$ cat src/rtl/pixel_gearbox_pkg.sv
// Shared types and constants for the camera-link pixel to DRAM-beat gearbox.
package pixel_gearbox_pkg;

  typedef enum logic [1:0] {
    IDLE,
    ACTIVE,
    FLUSH,
    SKIP
  } state_e;

  localparam int unsigned DEFAULT_DRAM_DATA_WIDTH = 512;
  localparam int unsigned KEEP_W = DEFAULT_DRAM_DATA_WIDTH / 8;

  function automatic int unsigned keep_width(input int unsigned dw);
    return dw / 8;
  endfunction

endpackage

$ cat src/rtl/beat_fifo.sv
// First-word-fall-through beat queue; a push into a full queue is refused even if a pop happens that cycle.
module beat_fifo #(
  parameter int unsigned WIDTH = 8,
  parameter int unsigned DEPTH = 4
) (
  input  logic             clk,
  input  logic             rst,
  input  logic             i_wr_en,
  input  logic [WIDTH-1:0] i_wr_data,
  input  logic             i_rd_en,
  output logic [WIDTH-1:0] o_rd_data,
  output logic             o_full,
  output logic             o_empty
);

  localparam int unsigned AW = $clog2(DEPTH);

  logic [WIDTH-1:0] r_mem [DEPTH];
  logic [AW-1:0]    r_wp;
  logic [AW-1:0]    r_rp;
  logic [AW:0]      r_cnt;
  logic             w_wr;
  logic             w_rd;

  assign o_full    = (r_cnt == (AW+1)'(DEPTH));
  assign o_empty   = (r_cnt == '0);
  assign w_wr      = i_wr_en && !o_full;
  assign w_rd      = i_rd_en && !o_empty;
  // Output is forced to zero while empty so reset and idle show a clean bus.
  assign o_rd_data = o_empty ? '0 : r_mem[r_rp];

  always_ff @(posedge clk or posedge rst) begin
    if (rst) begin
      r_wp  <= '0;
      r_rp  <= '0;
      r_cnt <= '0;
    end else begin
      if (w_wr) r_wp <= r_wp + AW'(1);
      if (w_rd) r_rp <= r_rp + AW'(1);
      unique case ({w_wr, w_rd})
        2'b10:   r_cnt <= r_cnt + (AW+1)'(1);
        2'b01:   r_cnt <= r_cnt - (AW+1)'(1);
        default: r_cnt <= r_cnt;
      endcase
    end
  end

  always_ff @(posedge clk) begin
    if (w_wr) r_mem[r_wp] <= i_wr_data;
  end

endmodule

$ cat src/rtl/pixel_gearbox.sv
// Packs camera-link pixels LSB-first into wide DRAM beats, with frame framing and sticky status.
module pixel_gearbox
  import pixel_gearbox_pkg::*;
#(
  parameter int unsigned DRAM_DATA_WIDTH = 512,
  parameter int unsigned CHANNELS        = 3,
  parameter int unsigned FIFO_DEPTH      = 4
) (
  input  logic                         clink_X_clk,
  input  logic                         reset,
  input  logic                         enable,
  input  logic                         fval,
  input  logic                         lval,
  input  logic                         dval,
  input  logic [CHANNELS*8-1:0]        pix,
  output logic [DRAM_DATA_WIDTH-1:0]   m_data,
  output logic [DRAM_DATA_WIDTH/8-1:0] m_keep,
  output logic                         m_last,
  output logic                         m_valid,
  input  logic                         m_ready,
  input  logic                         clear_status,
  output logic                         overflow,
  output logic                         gap_err,
  output logic [15:0]                  frame_count,
  output logic [31:0]                  beat_count
);

  localparam int unsigned DW     = DRAM_DATA_WIDTH;
  localparam int unsigned PW     = CHANNELS * 8;
  localparam int unsigned KW     = keep_width(DW);
  localparam int unsigned FILL_W = $clog2(DW + 1);
  localparam int unsigned EXT_W  = DW + PW;
  localparam int unsigned FW     = DW + KW + 1;

  state_e            r_state;
  logic              r_fval;
  logic              r_wait_low;
  logic [DW-1:0]     r_acc;
  logic [FILL_W-1:0] r_fill;
  logic [DW-1:0]     r_pend;
  logic              r_pend_vld;
  logic              r_overflow;
  logic              r_gap_err;
  logic [15:0]       r_frame_cnt;
  logic [31:0]       r_beat_cnt;

  logic              w_pix;
  logic              w_rise;
  logic              w_fall;
  logic              w_accept;
  logic              w_end;
  logic [FILL_W:0]   w_sum;
  logic              w_wrap;
  logic [EXT_W-1:0]  w_ext;
  logic [KW-1:0]     w_flush_keep;
  logic [DW-1:0]     w_flush_data;
  logic              w_push;
  logic              w_push_last;
  logic [KW-1:0]     w_push_keep;
  logic [DW-1:0]     w_push_data;
  logic              w_full;
  logic              w_empty;
  logic [FW-1:0]     w_rd_data;

  assign w_pix    = fval && lval && dval;
  // A frame already running when reset releases must not look like a rising fval.
  assign w_rise   = fval && !r_fval && !r_wait_low;
  assign w_fall   = r_fval && !fval;
  assign w_accept = (r_state == ACTIVE) && w_pix;
  assign w_end    = (r_state == ACTIVE) && w_fall;
  assign w_sum    = {1'b0, r_fill} + (FILL_W+1)'(PW);
  assign w_wrap   = (w_sum >= (FILL_W+1)'(DW));
  // Bits of the pixel landing above DW are the carry-over into the next beat.
  assign w_ext    = EXT_W'(r_acc) | (EXT_W'(pix) << r_fill);

  always_comb begin
    w_flush_keep = '0;
    w_flush_data = '0;
    for (int unsigned i = 0; i < KW; i++) begin
      if (i < 32'(r_fill >> 3)) begin
        w_flush_keep[i]        = 1'b1;
        w_flush_data[i*8 +: 8] = r_acc[i*8 +: 8];
      end
    end
  end

  always_comb begin
    w_push      = 1'b0;
    w_push_last = 1'b0;
    w_push_keep = '0;
    w_push_data = '0;
    if (r_pend_vld && (w_accept || w_end)) begin
      w_push      = 1'b1;
      w_push_data = r_pend;
      w_push_keep = '1;
      w_push_last = w_end && (r_fill == '0);
    end else if (r_state == FLUSH) begin
      w_push      = 1'b1;
      w_push_data = w_flush_data;
      w_push_keep = w_flush_keep;
      w_push_last = 1'b1;
    end
  end

  always_ff @(posedge clink_X_clk or posedge reset) begin
    if (reset) begin
      r_state    <= IDLE;
      r_fval     <= 1'b0;
      r_wait_low <= 1'b1;
      r_acc      <= '0;
      r_fill     <= '0;
      r_pend     <= '0;
      r_pend_vld <= 1'b0;
    end else begin
      r_fval <= fval;
      if (!fval) r_wait_low <= 1'b0;
      unique case (r_state)
        IDLE: if (w_rise) r_state <= enable ? ACTIVE : SKIP;
        ACTIVE: begin
          if (w_end) begin
            r_pend_vld <= 1'b0;
            r_state    <= (r_fill != '0) ? FLUSH : IDLE;
          end else if (w_accept) begin
            r_pend_vld <= w_wrap;
            if (w_wrap) begin
              r_pend <= w_ext[DW-1:0];
              r_acc  <= DW'(w_ext[DW +: PW]);
              r_fill <= FILL_W'(w_sum - (FILL_W+1)'(DW));
            end else begin
              r_acc  <= w_ext[DW-1:0];
              r_fill <= w_sum[FILL_W-1:0];
            end
          end
        end
        FLUSH: begin
          r_acc   <= '0;
          r_fill  <= '0;
          r_state <= IDLE;
        end
        SKIP: if (w_fall) r_state <= IDLE;
        default: r_state <= IDLE;
      endcase
    end
  end

  always_ff @(posedge clink_X_clk or posedge reset) begin
    if (reset) begin
      r_overflow  <= 1'b0;
      r_gap_err   <= 1'b0;
      r_frame_cnt <= '0;
      r_beat_cnt  <= '0;
    end else if (clear_status) begin
      r_overflow  <= 1'b0;
      r_gap_err   <= 1'b0;
      r_frame_cnt <= '0;
      r_beat_cnt  <= '0;
    end else begin
      if (w_push && w_full) r_overflow <= 1'b1;
      if (w_push && !w_full) begin
        r_beat_cnt <= r_beat_cnt + 32'd1;
        if (w_push_last) r_frame_cnt <= r_frame_cnt + 16'd1;
      end
      if ((r_state == FLUSH) && w_pix) r_gap_err <= 1'b1;
    end
  end

  beat_fifo #(
    .WIDTH (FW),
    .DEPTH (FIFO_DEPTH)
  ) u_fifo (
    .clk       (clink_X_clk),
    .rst       (reset),
    .i_wr_en   (w_push),
    .i_wr_data ({w_push_last, w_push_keep, w_push_data}),
    .i_rd_en   (m_ready),
    .o_rd_data (w_rd_data),
    .o_full    (w_full),
    .o_empty   (w_empty)
  );

  assign {m_last, m_keep, m_data} = w_rd_data;
  assign m_valid     = !w_empty;
  assign overflow    = r_overflow;
  assign gap_err     = r_gap_err;
  assign frame_count = r_frame_cnt;
  assign beat_count  = r_beat_cnt;

endmodule

$ cat config.mk
export PLATFORM = sky130hd
export DESIGN_NAME = pixel_gearbox
export DESIGN_NICKNAME = d
export VERILOG_FILES = /design/src/rtl/pixel_gearbox_pkg.sv /design/src/rtl/beat_fifo.sv /design/src/rtl/pixel_gearbox.sv
export SDC_FILE = /design/constraint.sdc
export NUM_CORES = 2
export LEC_CHECK = 0
export CAP_MARGIN = 0
export CELL_PAD_IN_SITES_DETAIL_PLACEMENT = 1
export CELL_PAD_IN_SITES_GLOBAL_PLACEMENT = 1
export CORE_UTILIZATION = 51
export DETAILED_ROUTE_END_ITERATION = 16
export PLACE_DENSITY_LB_ADDON = 0.1
export SYNTH_ARGS = -nofsm -noshare
export SYNTH_HDL_FRONTEND = slang
export SYNTH_HIERARCHICAL = 1
export SYNTH_SLANG_ARGS = --single-unit
$ cat constraint.sdc
create_clock -name clink_X_clk -period 50.2 [get_ports clink_X_clk]
set_clock_uncertainty 0.05 [all_clocks]
set_input_delay 7.53 -clock clink_X_clk [delete_from_list [all_inputs] [get_ports clink_X_clk]]
set_output_delay 7.53 -clock clink_X_clk [all_outputs]
set_load 0.01 [all_outputs]
==> metrics <==
status complete, no violations; cell count of the worst reg-to-reg path 10; setup TNS 0 ns; Rows 190; Via Count 85,300; setup ws final 35.91 ns; critical path capture point m_data[83]; GP Congestion 0.935; Inserted Clock Buffers between 300 and 400; post-synthesis sequential area ratio 0.702; DIE AREA 0.272 mm^2; final net count between 9,000 and 10,000; Worst EP required about 43 ns; Cells after DPL around 12,000; slew margin rel. 0.0749; htree depth 5; global-route wire length before repair 632,000 um; WP depth 7; Cell variety after synth 80; commonest non-fill, non-tap cell in the layout edfxtp_1; Final period util 0.285; Multi-input gate area ~0.038 mm^2; total power between 8 and 9 mW; min Tclk post-route 14.29 ns; Ports 660; slowest CP cell dfrtp_4; vias in the first global route ~87,000; initial core utilization 0.513; DRC 0; commonest cells after routing, fill and taps aside edfxtp_1, dfrtp_1, a22o_1, nand2_1, clkdlybuf4s50_1; Final Non-Filler Cells approximately 13,000; Hold Violations, Final 0; GRT Total Usage 0.325; initial antenna violation count 51; fillers 24,200; Cell Area, Synth 0.138 mm^2; Post-CTS Resized 0; CTS tree yes; crit-path max cell delay 0.96 ns; register-to-register setup slack around 44 ns; Die Wd between 500 and 600 um; clock-pin slew on the worst setup and hold paths 0.06 ns; CTS Sinks 3,401; total number of yosys warnings 6; share of cells above drive strength 1 0.154; worst-skew pair later-pin latency 0.98 ns; syn avg cell area 15.7 um^2; RSZ-0062 raised after global routing false; clock root buffer clkbuf_16; drt via density 6.47; worst hold path type reg2reg; CP startpoint u_fifo/r_rp[1]; die height 521 um; CP Launch Type flip-flop; syn_nets 8,783; Main synth FF type edfxtp_1; post-DP HPWL 277,000 um; WL/cell 33.7 um; post-detailed-route count of antenna-violating nets 0; first drt pass iteration count 6; area delta synth->final 15.6%; setup bufs post-CTS 0; critical path class reg2out; Most common cell on crit path buf_4; Reg-to-Reg Start r_state[0]; pin count of the biggest net entering global routing 240; Slew Limit Fails 0; Syn Inst Count 8,742; Pleak 57.7 nW; CP endpoint kind output pin; Worst path top cell family by delay buffers and inverters; dpl ws 36.13 ns; EDFF count, synth between 2,000 and 2,500; Max Root-Sink Buffers 4; FF/Latch Area 0.0967 mm^2; Core ar. 0.268 mm^2; CP Max Fanout 68; CP Buf/Inv Count 5; pwr/cell area about 55 mW/mm^2; initial DRC count 9,896; Peak VDD IR ~0.051 mV; setup violators final 0; final WL ~440,000 um; fmax 0.0700 GHz; Hold Buf Count CTS 0; Yosys reg bits around 3,400; Async SR Flop Fraction 0.321; maxcap violations 0; I/O Buffers 659; Worst Path Arrival 6.71 ns; Reg-to-Reg End u_fifo/r_mem[0][62]; Worst Tran Pin Value ~1.4 ns; Overflow after GRT 0; CP cell instances buf_4 > buf_4 > buf_4 > buf_4 > mux4_2 > and2_1 > clkdlybuf4s50_1
metal layers:
metal	track usage	wire (um)	vias up
li1	-	-	34800
met1	0.449	178000	45600
met2	0.488	203000	4056
met3	0.0775	40600	819
met4	0.154	22000	10
met5	0	63	-
synthesized netlist by cell type, types with 37 or more instances:
cell type / count / area share
nor2_1: 159 / 0.0043
inv_1: 37 / 0.0010
buf_1: 61 / 0.0017
mux2_2: 61 / 0.0050
nand2_1: 753 / 0.021
and2_1: 630 / 0.029
a31oi_1: 42 / 0.0019
buf_2: 200 / 0.0073
o21ai_0: 531 / 0.019
clkbuf_1: 332 / 0.0091
dfrtp_1: 1092 / 0.20
a21oi_1: 592 / 0.022
a22o_1: 834 / 0.053
mux4_2: 577 / 0.094
edfxtp_1: 2308 / 0.50
buf_6: 38 / 0.0031
cell families after synthesis:
group | after synthesis | share of synthesized area
flip-flops | 3401 | 0.702
AO/OA/AOI/OAI | 2177 | 0.106
adder cells (fa/ha/maj) | 9 | 0.000873
XOR/XNOR | 35 | 0.00223
buffers and inverters | 696 | 0.0236
multiplexers | 665 | 0.101
AND/OR/NAND/NOR | 1759 | 0.0639
how the worst min path moves through the flow:
stage / cells after the start / to / slack (ns) / from
2_1_floorplan: 1 / u_fifo/r_cnt[2] / 0.40 / u_fifo/r_cnt[2]
3_3_place_gp: 2 / r_pend[120] / 0.41 / r_pend[120]
3_5_place_dp: 2 / r_pend[218] / 0.42 / r_pend[218]
4_1_cts: 2 / r_pend[218] / 0.43 / r_pend[218]
5_1_grt: 2 / r_pend[76] / 0.45 / r_pend[76]
6_report: 2 / r_pend[310] / 0.43 / r_pend[310]
worst reg2reg max path: cells and delay by family, from the launching register on:
| kind | cells | cell delay, ns |
|---|---|---|
| buf+inv | 5 | 3.67 |
| simple gates | 4 | 1.55 |
| flops | 1 | 0.49 |
| compound gates | 1 | 0.12 |
state kept, by name, summed over array words and instances (netlist names), 2 cells and up:
register / flops
frame_count: 16
r_pend: 512
u_fifo/r_wp: 2
u_fifo/r_mem: 2308
r_state: 2
r_acc: 512
u_fifo/r_cnt: 3
u_fifo/r_rp: 2
r_fill: 7
beat_count: 32
metrics by stage:
| step | utilization | hold WS [ns] | instance area, um^2 |
|---|---|---|---|
| 6_report | 0.593 | 0.430 | 159000 |
| 4_1_cts | 0.593 | 0.433 | 159000 |
| 5_1_grt | 0.593 | 0.446 | 159000 |
| 3_5_place_dp | 0.551 | 0.420 | 148000 |
| 2_1_floorplan | - | 0.397 | 138000 |
| 3_3_place_gp | 0.551 | 0.411 | 148000 |
final cells by class:
cell class	instances	area share
antenna	35	0.000550
clock buffer	485	0.0621
clock inverter	165	0.00947
inverter	39	0.000967
multi-input combinational	4645	0.240
sequential	3401	0.607
tap	3552	0.0279
timing repair buffer	857	0.0515
power by group:
part	internal, mW	switching [mW]	total (mW)
Combinational	1.21	1.64	2.85
Sequential	3.19	0.0726	3.26
Clock	1.51	1.09	2.60
Total	5.91	2.80	8.71
Power figures use the tool's default switching activity.
